--- src/rtl/quad_gen.sv ---
// rtl/quad_gen.sv - quadrature encoder emulator: commanded steps/period to A/B edges
//
// Build option: define QUAD_GEN_INDEX_EN to enable the once-per-revolution index output.
//
// Ports:
//   clk, reset      system clock, asynchronous active-high reset
//   cmd_valid       command offered; taken when cmd_valid & cmd_ready
//   cmd_ready       generator idle
//   cmd_steps       signed edge count (>0 forward, <0 reverse)
//   cmd_period      clocks between edges (0 behaves as 1)
//   abort           end the running command at the next clock
//   quadA, quadB    quadrature channels (flop outputs)
//   index           high while position is on a revolution boundary (optional)
//   busy            command in progress
//   done            one-cycle completion strobe
//   position        emitted edge count, wraps modulo 2^POS_WIDTH
module quad_gen #(
    parameter int POS_WIDTH      = 24,
    parameter int PERIOD_WIDTH   = 16,
    parameter int COUNTS_PER_REV = 4096
) (
    input  logic                           clk,
    input  logic                           reset,
    input  logic                           cmd_valid,
    output logic                           cmd_ready,
    input  logic signed [POS_WIDTH-1:0]    cmd_steps,
    input  logic        [PERIOD_WIDTH-1:0] cmd_period,
    input  logic                           abort,
    output logic                           quadA,
    output logic                           quadB,
    output logic                           index,
    output logic                           busy,
    output logic                           done,
    output logic        [POS_WIDTH-1:0]    position
);

    typedef enum logic [1:0] {
        S_IDLE = 2'd0,
        S_RUN  = 2'd1,
        S_DONE = 2'd2
    } state_t;

    state_t                  state;
    state_t                  state_next;
    logic [POS_WIDTH-1:0]    remaining;
    logic [PERIOD_WIDTH-1:0] period;
    logic [PERIOD_WIDTH-1:0] tick;
    logic                    dir;
    logic                    zero_cmd;

    logic                    accept;
    logic                    running;
    logic [POS_WIDTH-1:0]    steps_mag;
    logic [PERIOD_WIDTH-1:0] period_eff;
    logic                    toggle_a;

    assign accept     = (state == S_IDLE) && cmd_valid;
    // Edges are only produced while work remains and no abort is pending;
    // abort therefore suppresses an edge that falls on the same clock.
    assign running    = (state == S_RUN) && !abort && (remaining != '0);
    // Two's complement magnitude; the most negative value maps to 2^(W-1),
    // which still fits the unsigned remaining counter.
    assign steps_mag  = cmd_steps[POS_WIDTH-1] ? (~cmd_steps + 1'b1) : cmd_steps;
    assign period_eff = (cmd_period == '0) ? PERIOD_WIDTH'(1) : cmd_period;
    // Forward walks 00->10->11->01: toggle A when A==B, else B. Reverse is the mirror.
    assign toggle_a   = (quadA ~^ quadB) ^ dir;

    // State register
    always_ff @(posedge clk or posedge reset) begin
        if (reset) begin
            state <= S_IDLE;
        end else begin
            state <= state_next;
        end
    end

    // Next-state logic. A zero-step command spends one quiet cycle in RUN
    // (remaining==0) so that done lands one cycle after acceptance.
    always_comb begin
        state_next = state;
        case (state)
            S_IDLE:  if (cmd_valid) state_next = S_RUN;
            S_RUN:   if (abort || (remaining == '0)) state_next = S_DONE;
            S_DONE:  state_next = S_IDLE;
            default: state_next = S_IDLE;
        endcase
    end

    // Output decode
    always_comb begin
        cmd_ready = (state == S_IDLE);
        busy      = (state == S_DONE) || ((state == S_RUN) && !zero_cmd);
        done      = (state == S_DONE);
    end

    // Command latch, edge timer and quadrature/position datapath
    always_ff @(posedge clk or posedge reset) begin
        if (reset) begin
            remaining <= '0;
            period    <= PERIOD_WIDTH'(1);
            tick      <= '0;
            dir       <= 1'b0;
            zero_cmd  <= 1'b0;
            quadA     <= 1'b0;
            quadB     <= 1'b0;
            position  <= '0;
        end else if (accept) begin
            remaining <= steps_mag;
            dir       <= cmd_steps[POS_WIDTH-1];
            period    <= period_eff;
            tick      <= period_eff - 1'b1;
            zero_cmd  <= (cmd_steps == '0);
        end else if (running) begin
            if (tick == '0) begin
                tick      <= period - 1'b1;
                remaining <= remaining - 1'b1;
                if (toggle_a) begin
                    quadA <= ~quadA;
                end else begin
                    quadB <= ~quadB;
                end
                position  <= dir ? (position - 1'b1) : (position + 1'b1);
            end else begin
                tick <= tick - 1'b1;
            end
        end
    end

`ifdef QUAD_GEN_INDEX_EN
    localparam logic [POS_WIDTH-1:0] REV_MASK = POS_WIDTH'(COUNTS_PER_REV - 1);
    assign index = ((position & REV_MASK) == '0);
`else
    assign index = 1'b0;
`endif

endmodule

--- config.mk ---
export PLATFORM = sky130hd
export DESIGN_NAME = quad_gen
export DESIGN_NICKNAME = d
export VERILOG_FILES = /design/src/rtl/quad_gen.sv
export SDC_FILE = /design/constraint.sdc
export NUM_CORES = 1
export LEC_CHECK = 0
export ABC_AREA = 1
export CAP_MARGIN = 20
export CORE_AREA = 8 8 118 120
export CTS_CLUSTER_DIAMETER = 150
export CTS_CLUSTER_SIZE = 25
export DETAILED_ROUTE_END_ITERATION = 8
export DIE_AREA = 0 0 126 128
export GPL_ROUTABILITY_DRIVEN = 0
export PLACE_DENSITY_LB_ADDON = 0.2
export SYNTH_ARGS = -nofsm -noshare
export SYNTH_HDL_FRONTEND = slang
export SYNTH_SLANG_ARGS = --single-unit
--- constraint.sdc ---
create_clock -name clk -period 3.5 [get_ports clk]
set_input_delay 0.875 -clock clk [delete_from_list [all_inputs] [get_ports clk]]
set_output_delay 0.875 -clock clk [all_outputs]
set_load 0.005 [all_outputs]
==> flow_metrics.tcl <==
set metrics [dict create \
    cts_buffer_depth 2 \
    ir_drop_uv 257 \
    ant_nets 0 \
    setup_viol 0 \
    synth.avg_cell_area_um2 6.61 \
    io_pins 74 \
    p_switching_mw 2.08 \
    cp_max_fo 14 \
    clock-sinks 86 \
    die_h_um 128 \
    yosys_warnings 0 \
    dp_slack_ns 0.560 \
    grt_overflow 0 \
    setup_slack_ns 0.697 \
    cts_setup_buffers 0 \
    initial_core_util 0.562 \
    portBuffers 72 \
    hpwl_mm 12.7 \
    p_leak_nw 4.02 \
    post_cts_resize_count 0 \
    wl_mm 17.0 \
    relSlewSlack 0.509 \
    p_int_mw 2.64 \
    area.sequential_mm2 0.00215 \
    syn_inst 1037 \
    finalHoldViolCount 0 \
    seqPwrFrac 0.335 \
    synthesis.area_mm2 0.00686 \
    multiInputGateArea_mm2 0.00391 \
    grt_pass1_vias 5924 \
    final_util 0.653 \
    skew_ns 0.00855 \
    fin_setup_tns_ns 0 \
    hold_buffers 0 \
    worstSetupPathType "flip-flop to flip-flop" \
    grt_max_degree 56 \
    core_area_mm2 0.0122 \
    drive_above_1_share 0.0668 \
    clk_pin_slew_ns 0.07 \
    worstSkewPairLatency_ns 0.34 \
    slew_violations 0 \
    stdcell_area_mm2 0.00797 \
    timing.final.crit_share 0.801 \
    grt_pass1_wl_mm 28.3 \
    busiest_layer "met2" \
    cp.arrival_ns 3.04 \
    cts-root-buf "clkbuf_16" \
    met1_usage 0.302 \
    ys_seq_area_frac 0.314 \
    worst_ep_required_time_ns 3.74 \
    fill_cells 1123 \
    wl_per_cell_um 13.5 \
    htree_num_levels 3 \
    drc_errors 0 \
    cts_tree "yes" \
    rsz0062_at_grt "no" \
    die_w_um 126 \
    hp-class "flip-flop to flip-flop" \
    comb_power_share 0.471 \
    tightest_slew_ns 0.735 \
    ys_seq_elements 86 \
    num_vias 6660 \
    antenna_found_initial 0 \
    power_density_mw_per_mm2 591 \
    viasPerCell 5.29 \
    drv_cap 0 \
    dpl-instance-area_mm2 0.00770 \
    syn_nets 1107 \
    status "finished, final reports clean" \
    drt_iter0_drc 635 \
    syn2layout_area_growth_pct 16.3 \
    met3_usage 0.0387 \
    clkPwrFrac 0.193 \
    numCtsBuffers 9 \
    die_area_mm2 0.0161 \
    sw_frac_of_total 0.440 \
    fmax_ghz 0.357 \
    startpoint_type "flip-flop" \
    num_antenna_cells 0 \
    ys_types 43 \
    end_kind "flip-flop" \
    grtUsageTotal 0.212 \
    total_power_mw 4.72 \
    finalCriticalPeriod_ns 2.80 \
    nNetsFinal 1174 \
    use_met2 0.319 \
    rows 41 \
    drt_first_pass_iters 7 \
]
==> final timing paths <==
check	startpoint	endpoint	slack, ns	cells past startpoint
hold / removal	period[6]	period[6]	0.50	2
hold reg to reg	period[6]	period[6]	0.50	2
setup / recovery	dir	position[19]	0.70	11
setup reg to reg	dir	position[19]	0.70	11
min in group asynchronous	reset	position[9]	0.90	2
max in group asynchronous	reset	period[0]	1.88	3
==> cells in the final DEF, fill, tap and decap left out, types with 3 or more instances in the layout <==
cell type	instances
nand3_2	3
buf_4	10
clkinv_2	4
nor2_1	111
or2_2	9
o211ai_1	4
nand3b_1	4
nand2_2	9
nand3_1	103
nand2_1	255
nor2_4	10
nor4_1	4
xor2_1	27
clkbuf_16	9
a31oi_1	10
clkdlybuf4s50_1	72
nand4_1	11
a21oi_1	35
o21ai_1	10
o22ai_1	3
o21bai_1	7
nor3_1	8
o21ai_0	76
dfrtp_1	85
ha_1	25
inv_1	159
nor2_2	4
inv_2	6
xnor2_1	12
==> flip-flops by register name (all words and copies together), names as in the netlist <==
register,cells
period,16
position,24
dir,1
zero_cmd,1
quadB,1
remaining,24
tick,16
quadA,1
state,2
==> logic make-up (layout without fill, tap and decap cells) <==
| group | count (synthesis) | after routing | share of synthesized area |
|---|---|---|---|
| XOR/XNOR | 39 | 39 | 0.0498 |
| flip-flops | 86 | 86 | 0.314 |
| buffers and inverters | 194 | 265 | 0.116 |
| AO/OA/AOI/OAI | 157 | 157 | 0.127 |
| other | 1 | 1 | 0.000547 |
| AND/OR/NAND/NOR | 534 | 534 | 0.344 |
| adder cells (fa/ha/maj) | 26 | 26 | 0.0485 |
==> power groups by stage <==
stage                     registers [mW]  logic (mW)  clock network (mW)
after global routing                1.62        2.53               0.967
after CTS                           1.57        2.21               0.926
after global placement              1.58        2.15                   0
after detailed placement            1.58        2.19                   0
final                               1.58        2.22               0.912
after floorplan                     1.53        1.72                   0
==> critical path: stages, from the launching register on <==
cell and delay, ns:
dfrtp_1 0.69, buf_4 0.30, ha_1 0.31, a21oi_1 0.21, o21ai_0 0.11, a21oi_1 0.24, o21ai_0 0.26, nand2_1 0.12
nand2_1 0.07, or2_2 0.28, nand3_1 0.07, nand2_1 0.05
==> area by class of cell <==
| class | instances | share of cell area |
|---|---|---|
| clock buffer | 11 | 0.0317 |
| clock inverter | 4 | 0.00282 |
| inverter | 167 | 0.0788 |
| multi-input combinational | 757 | 0.491 |
| sequential | 86 | 0.270 |
| tap | 150 | 0.0235 |
| timing repair buffer | 83 | 0.102 |
==> synth_stat cells, drive strengths merged <==
cell | instances | area (um2)
xnor2 | 12 | 105
o21ai | 86 | 430
a21oi | 35 | 175
ha | 25 | 313
conb | 1 | 3.75
nor4 | 4 | 25.0
o22ai | 3 | 18.8
o21a | 2 | 15.0
xor2 | 27 | 236
nand2 | 265 | 1020
dfrtp | 85 | 2130
dfstp | 1 | 26.3
nand3b | 4 | 30.0
inv | 166 | 623
clkinv | 1 | 3.75
nand3 | 106 | 546
a31oi | 10 | 62.6
o31ai | 2 | 15.0
or2 | 9 | 56.3
nor2 | 125 | 554
clkbuf | 8 | 30.0
o211ai | 4 | 30.0
buf | 19 | 138
a22oi | 2 | 15.0
nand4 | 11 | 68.8
a211oi | 2 | 15.0
a21boi | 2 | 15.0
nor3 | 10 | 60.1
fa | 1 | 20.0
o221a | 1 | 11.3
o21bai | 7 | 52.6
o221ai | 1 | 15.0
==> metal layers <==
layer,vias up,routed length [um],part of all wire
li1,3444,-,-
met1,3005,8500,0.50
met2,196,7310,0.43
met3,15,969,0.057
met4,0,216,0.013
met5,-,0,0
==> stage by stage <==
step | hold slack (ns) | cells
floorplan | 0.450 | 1037
global placement | 0.471 | 1243
detailed placement | 0.472 | 1243
CTS | 0.494 | 1258
global route | 0.530 | 1258
finish | 0.496 | 1258
Note: power is estimated with default switching activity, not from simulation.
